===== src/rtl/ibuf_responder.sv =====
// ibuf_responder: banked pixel buffer that fills once per block, then serves fixed-latency reads until released.
module ibuf_responder #(
    parameter int POY  = 3,
    parameter int NROW = 4,
    parameter int NCOL = 16,
    parameter int DW   = 8
) (
    input  logic              clk,
    input  logic              rst_n,
    input  logic              wr_en,
    output logic              wr_rdy,
    input  logic [1:0]        wr_bank,
    input  logic [1:0]        wr_row,
    input  logic [27:0]       wr_col,
    input  logic [DW-1:0]     wr_data,
    output logic              blkend,
    input  logic              blk_release,
    input  logic              rd_req,
    input  logic [1:0]        rpsel,
    input  logic [1:0]        bank,
    input  logic [1:0]        row,
    input  logic [27:0]       col,
    output logic              rd_vld,
    output logic [POY*DW-1:0] rd_data,
    output logic              rd_err
);
    localparam int TOTAL = POY * NROW * NCOL;
    localparam int FW    = $clog2(TOTAL + 1);
    localparam int BW    = $clog2(POY);
    localparam int RW    = $clog2(NROW);
    localparam int CW    = $clog2(NCOL);

    typedef enum logic {FILL, READY} state_t;

    state_t              state, state_nx;
    logic [FW-1:0]       fill_cnt;
    logic [DW-1:0]       mem [POY][NROW][NCOL];
    logic                wr_hit, rd_bad;
    logic [POY*DW-1:0]   lanes;
    logic [3:0]          p_vld, p_err;
    logic [POY*DW-1:0]   p_data [4];

    assign wr_rdy  = (state == FILL);
    assign wr_hit  = wr_en & wr_rdy & ({1'b0, wr_bank} < 3'(POY)) & ({1'b0, wr_row} < 3'(NROW))
                     & (wr_col < 28'(NCOL));
    assign rd_bad  = rpsel[1] | (state == FILL) | ({1'b0, row} >= 3'(NROW)) | (col >= 28'(NCOL))
                     | ((rpsel == 2'b01) & ({1'b0, bank} >= 3'(POY)));
    assign rd_vld  = p_vld[3];
    assign rd_err  = p_err[3];
    assign rd_data = p_data[3];

    always_comb begin
        state_nx = state;
        if (state == FILL)
            state_nx = (wr_hit && fill_cnt == FW'(TOTAL - 1)) ? READY : FILL;
        else
            state_nx = blk_release ? FILL : READY;
    end

    always_comb begin
        lanes = '0;
        for (int i = 0; i < POY; i++)
            lanes[i*DW +: DW] = (rpsel == 2'b00) ? mem[i][row[RW-1:0]][col[CW-1:0]] : '0;
        if (rpsel == 2'b01)
            lanes[DW-1:0] = mem[bank[BW-1:0]][row[RW-1:0]][col[CW-1:0]];
    end

    // pixel storage is deliberately left unreset
    always_ff @(posedge clk)
        if (wr_hit)
            mem[wr_bank[BW-1:0]][wr_row[RW-1:0]][wr_col[CW-1:0]] <= wr_data;

    // the request is fully resolved at its sampling edge, then just delayed
    always_ff @(posedge clk) begin
        if (!rst_n) begin
            state    <= FILL;
            fill_cnt <= '0;
            blkend   <= 1'b0;
            p_vld    <= '0;
            p_err    <= '0;
            for (int i = 0; i < 4; i++) p_data[i] <= '0;
        end else begin
            state    <= state_nx;
            blkend   <= (state == FILL) && (state_nx == READY);
            fill_cnt <= (state == READY && blk_release) ? '0 : fill_cnt + FW'(wr_hit);
            p_vld    <= {p_vld[2:0], rd_req};
            p_err    <= {p_err[2:0], rd_req & rd_bad};
            p_data[0] <= (rd_req && !rd_bad) ? lanes : '0;
            for (int i = 1; i < 4; i++) p_data[i] <= p_data[i-1];
        end
    end
endmodule


===== config.mk =====
export PLATFORM = sky130hd
export DESIGN_NAME = ibuf_responder
export DESIGN_NICKNAME = d
export VERILOG_FILES = /design/src/rtl/ibuf_responder.sv
export SDC_FILE = /design/constraint.sdc
export NUM_CORES = 2
export LEC_CHECK = 0
export ABC_AREA = 1
export CAP_MARGIN = 0
export CORE_ASPECT_RATIO = 0.5
export CORE_MARGIN = 4
export CORE_UTILIZATION = 45
export DETAILED_ROUTE_END_ITERATION = 16
export GPL_ROUTABILITY_DRIVEN = 0
export PLACE_DENSITY = 0.6
export SETUP_SLACK_MARGIN = 0.3
export SLEW_MARGIN = 20
export SYNTH_ARGS = -nofsm -noshare
export SYNTH_HDL_FRONTEND = slang
export SYNTH_SLANG_ARGS = --single-unit

===== constraint.sdc =====
create_clock -name clk -period 4.7 [get_ports clk]
set_input_delay 1.41 -clock clk [delete_from_list [all_inputs] [get_ports clk]]
set_output_delay 1.41 -clock clk [all_outputs]
set_load 0.005 [all_outputs]

==> impl_metrics.prom <==
# TYPE chip_impl_metric gauge
chip_impl_metric{name="cts_made_buffers",unit=""} 200
chip_impl_metric{name="number_of_buffers_inserted_by_port_buffering",unit=""} 106
chip_impl_metric{name="h-tree-depth",unit=""} 4
chip_impl_metric{name="power.density",unit="nW/um^2"} 364.3
chip_impl_metric{name="finish.instance_area",unit="sq um"} 117000
chip_impl_info{name="critPathLaunchType",value="input port"} 1
chip_impl_metric{name="drive_above_1_share",unit="%"} 8.728
chip_impl_metric{name="max_clock_freq",unit="MHz"} 255.0
chip_impl_metric{name="total_global_route_track_usage",unit="%"} 31.85
chip_impl_metric{name="largest_net_degree_at_the_start_of_global_routing",unit=""} 188
chip_impl_metric{name="route.detailed.vias_per_inst",unit=""} 6.020
chip_impl_metric{name="floorplan.die_area",unit="sq um"} 233900
chip_impl_metric{name="max_slew.worst_pin.slew",unit="ns"} 1.149
chip_impl_metric{name="clk-insertion-delay-late",unit="ns"} 0.87
chip_impl_metric{name="cts-hold-fix-buffers",unit=""} 0
chip_impl_metric{name="hold_violations",unit=""} 0
chip_impl_metric{name="fin_cells",unit=""} 14000
chip_impl_info{name="main_combinational_cell_family_by_area_after_synthesis",value="compound AO/OA/AOI/OAI gates"} 1
chip_impl_metric{name="grt_first_pass_wirelength",unit="um"} 544600
chip_impl_metric{name="worst-r2r-cell-count",unit=""} 10
chip_impl_metric{name="drv.max_cap_violation_count",unit=""} 0
chip_impl_metric{name="total_number_of_vias",unit=""} 84280
chip_impl_metric{name="buffers_inserted_by_post_cts_timing_repair",unit=""} 0
chip_impl_metric{name="grt_pass1_vias",unit=""} 76840
chip_impl_metric{name="sw_frac_of_total",unit="%"} 25.13
chip_impl_metric{name="placed_area",unit="sq um"} 110500
chip_impl_metric{name="worstPathMaxFanout",unit=""} 12
chip_impl_metric{name="critPathRequiredTime",unit="ns"} 5.26
chip_impl_metric{name="synthAdderAreaFrac",unit="%"} 0.02463
chip_impl_metric{name="clock-sinks",unit=""} 2162
chip_impl_metric{name="placeableCoreArea",unit="sq um"} 222900
chip_impl_info{name="cts_tree",value="done"} 1
chip_impl_metric{name="place_hpwl",unit="um"} 258300
chip_impl_metric{name="first_iter_violations",unit=""} 15750
chip_impl_metric{name="cts_resized",unit=""} 0
chip_impl_metric{name="synthesis.area",unit="sq um"} 101600
chip_impl_metric{name="synth_simple_gate_area_share",unit="%"} 14.97
chip_impl_metric{name="synth_enable_flop_cells",unit=""} 2048
chip_impl_metric{name="final.period_utilization",unit="%"} 83.45
chip_impl_metric{name="critPathArrivalTime",unit="ns"} 4.49
chip_impl_metric{name="io_pins",unit=""} 107
chip_impl_info{name="crit_path_end_kind",value="flip-flop"} 1
chip_impl_metric{name="ir_drop",unit="mV"} 0.3031
chip_impl_metric{name="placementRows",unit=""} 122
chip_impl_metric{name="p_clk_share",unit="%"} 39.3
chip_impl_metric{name="finalWorstPathRequiredPeriod",unit="ns"} 3.922
chip_impl_info{name="dominant_synthesized_flop_cell",value="edfxtp_1"} 1
chip_impl_metric{name="ys_types",unit=""} 43
chip_impl_info{name="status",value="finished clean"} 1
chip_impl_metric{name="chipWidth",unit="um"} 680.0
chip_impl_metric{name="drt_wl_total",unit="um"} 383000
chip_impl_metric{name="detail-route-antenna-nets",unit=""} 0
chip_impl_metric{name="clkTransAtPathRegs",unit="ns"} 0.07
chip_impl_metric{name="synth_sequential_area_ratio",unit="%"} 62.78
chip_impl_metric{name="nNetsFinal",unit=""} 10960
chip_impl_metric{name="ys_async_sr_fraction",unit="%"} 0
chip_impl_metric{name="power.internal",unit="mW"} 31.92
chip_impl_metric{name="synthesized_netlist_cell_count",unit=""} 10260
chip_impl_metric{name="post_synth_mux_area_share",unit="%"} 0
chip_impl_metric{name="dieHeight",unit="um"} 344.0
chip_impl_metric{name="yosysWarnings",unit=""} 0
chip_impl_metric{name="dpl.cell_count",unit=""} 13650
chip_impl_metric{name="globalRoute.totalOverflow",unit=""} 0
chip_impl_metric{name="antenna_violations_before_repair",unit=""} 9
chip_impl_info{name="setup.worst_path.class",value="in2reg"} 1
chip_impl_metric{name="maximum_count_of_clock_buffers_along_a_single_path",unit=""} 4
chip_impl_info{name="min-delay-path-class",value="reg2reg"} 1
chip_impl_metric{name="power.share.sequential",unit="%"} 50.6
chip_impl_info{name="clockRootBuffer",value="clkbuf_16"} 1
chip_impl_metric{name="syn-mean-instance-area",unit="sq um"} 9.899
chip_impl_metric{name="fin_skew",unit="ns"} 0.05400
chip_impl_metric{name="cellLeakagePower",unit="nW"} 43.91
chip_impl_metric{name="switching_power",unit="mW"} 10.71
chip_impl_metric{name="worstHoldPathCells",unit=""} 2
chip_impl_metric{name="setup_viol",unit=""} 0
chip_impl_metric{name="areaGrowthSynthToFinish",unit="%"} 15.19
chip_impl_metric{name="timing_max_transition_violations_final",unit=""} 0
chip_impl_metric{name="relSlewSlack",unit="%"} 23.42
chip_impl_metric{name="synth_xor_area_share",unit="%"} 0.008621
chip_impl_metric{name="synth_compound_area_share",unit="%"} 15.32
chip_impl_metric{name="wire_per_inst",unit="um"} 27.35
chip_impl_metric{name="firstDrtPassIters",unit=""} 7
chip_impl_info{name="rsz_0062_raised_after_global_routing",value="no"} 1
chip_impl_metric{name="power.share.combinational",unit="%"} 10.1
chip_impl_metric{name="drt_drc_violations_left",unit=""} 0
chip_impl_metric{name="yosys_register_bits",unit=""} 2162
chip_impl_metric{name="initial_core_util",unit="%"} 45.58
stage by stage:
step | power, mW | setup TNS (ns) | hold WS, ns | utilization [%] | setup slack, ns
after floorplan | 24.11 | 0 | 0.3905 | - | 1.056
after global placement | 26.08 | -1.294 | 0.3928 | 49.59 | -0.07675
after detailed placement | 26.10 | 0 | 0.3993 | 49.59 | 0.01492
after CTS | 42.56 | 0 | 0.4100 | 52.51 | 0.9108
after global routing | 43.80 | 0 | 0.4276 | 52.51 | 0.6387
final | 42.63 | 0 | 0.4100 | 52.51 | 0.7779
power groups by stage:
stage	Combinational (mW)	Sequential (mW)	Clock, mW
after floorplan	2.17	21.9	0
after global placement	4.11	22.0	0
after detailed placement	4.12	22.0	0
after CTS	4.13	21.6	16.9
after global routing	4.53	21.6	17.7
final	4.32	21.6	16.7
registers in the layout, summed over array words and instances (netlist names):
register  count
blkend        1
fill_cnt      8
mem        2048
p_data       96
p_err         4
p_vld         4
state         1
critical path, cell delays in order:
cell and delay [ns]:
clkdlybuf4s50_1 0.40, nor4_1 0.27, nand4_1 0.43, nor4_2 0.27, buf_4 0.26, nand2_1 0.12, nor2_2 0.23, buf_4 0.19
nand2_1 0.27, nor3_1 0.41, buf_4 0.21
cell usage after synthesis (all sizes together), types with 2 or more instances:
cell | number | share of area (%)
clkbuf | 268 | 0.99
clkinv | 4 | 0.015
buf | 558 | 2.9
o221ai | 19 | 0.16
o21ai | 1566 | 7.7
o22ai | 64 | 0.39
ha | 2 | 0.025
o211ai | 374 | 2.8
nand4 | 13 | 0.080
a21oi | 806 | 4.0
nor2 | 945 | 3.5
dfxtp | 114 | 2.2
nand2 | 1379 | 5.1
nand3 | 1038 | 5.1
a31oi | 15 | 0.092
a221oi | 3 | 0.026
edfxtp | 2048 | 61
or2 | 10 | 0.062
o2111ai | 7 | 0.060
nor3 | 198 | 1.0
a211o | 2 | 0.017
a311oi | 5 | 0.043
inv | 801 | 3.0
a211oi | 6 | 0.044
nor4 | 11 | 0.089
routing by layer:
metal	track usage [%]	share of wire [%]	up-vias
met5	0	0.0089	-
met4	12.19	4.5	6
met3	9.578	14	854
met2	46.40	42	6313
met1	44.80	39	40140
li1	-	-	36970
layout make-up:
class	count	area, sq um
fillers	20130	105800
flip-flops and latches	2162	63780
multi-input cells	6981	32810
repair buffers	724	7133
clock buffers	266	5579
well taps	2976	3724
inverters	805	3072
clock inverters	84	917.1
diodes	3	7.507
path summary, 6_finish.rpt:
kind,startpoint,endpoint,slack [ns]
setup / recovery,wr_col[13],mem[1][141],0.78
hold / removal,p_data[2][17],p_data[3][17],0.41
setup reg to reg,state,mem[1][141],1.53
hold reg to reg,p_data[2][17],p_data[3][17],0.41
placed cells by master, fill, tap and decap left out, types with 44 or more instances in the layout:
cell and count:
edfxtp_1 2048, o21ai_0 1512, nand2_1 1372, nand3_1 1037, nor2_1 939, a21oi_1 806
inv_1 794, conb_1 512, buf_4 509, o211ai_1 374, clkbuf_16 210, nor3_1 189
dfxtp_1 114, buf_12 111, clkdlybuf4s50_1 90, o22ai_1 64, o21ai_1 54, clkbuf_1 44
cells by family (layout without fill, tap and decap cells):
family | after synthesis | after routing
buf+inv | 1631 | 1879
other cells | 1 | 515
simple gates | 3595 | 3595
compound gates | 2871 | 2871
flops | 2162 | 2162
xor+xnor | 1 | 1
fa+ha+maj | 2 | 2
Note: power is estimated with default switching activity, not from simulation.
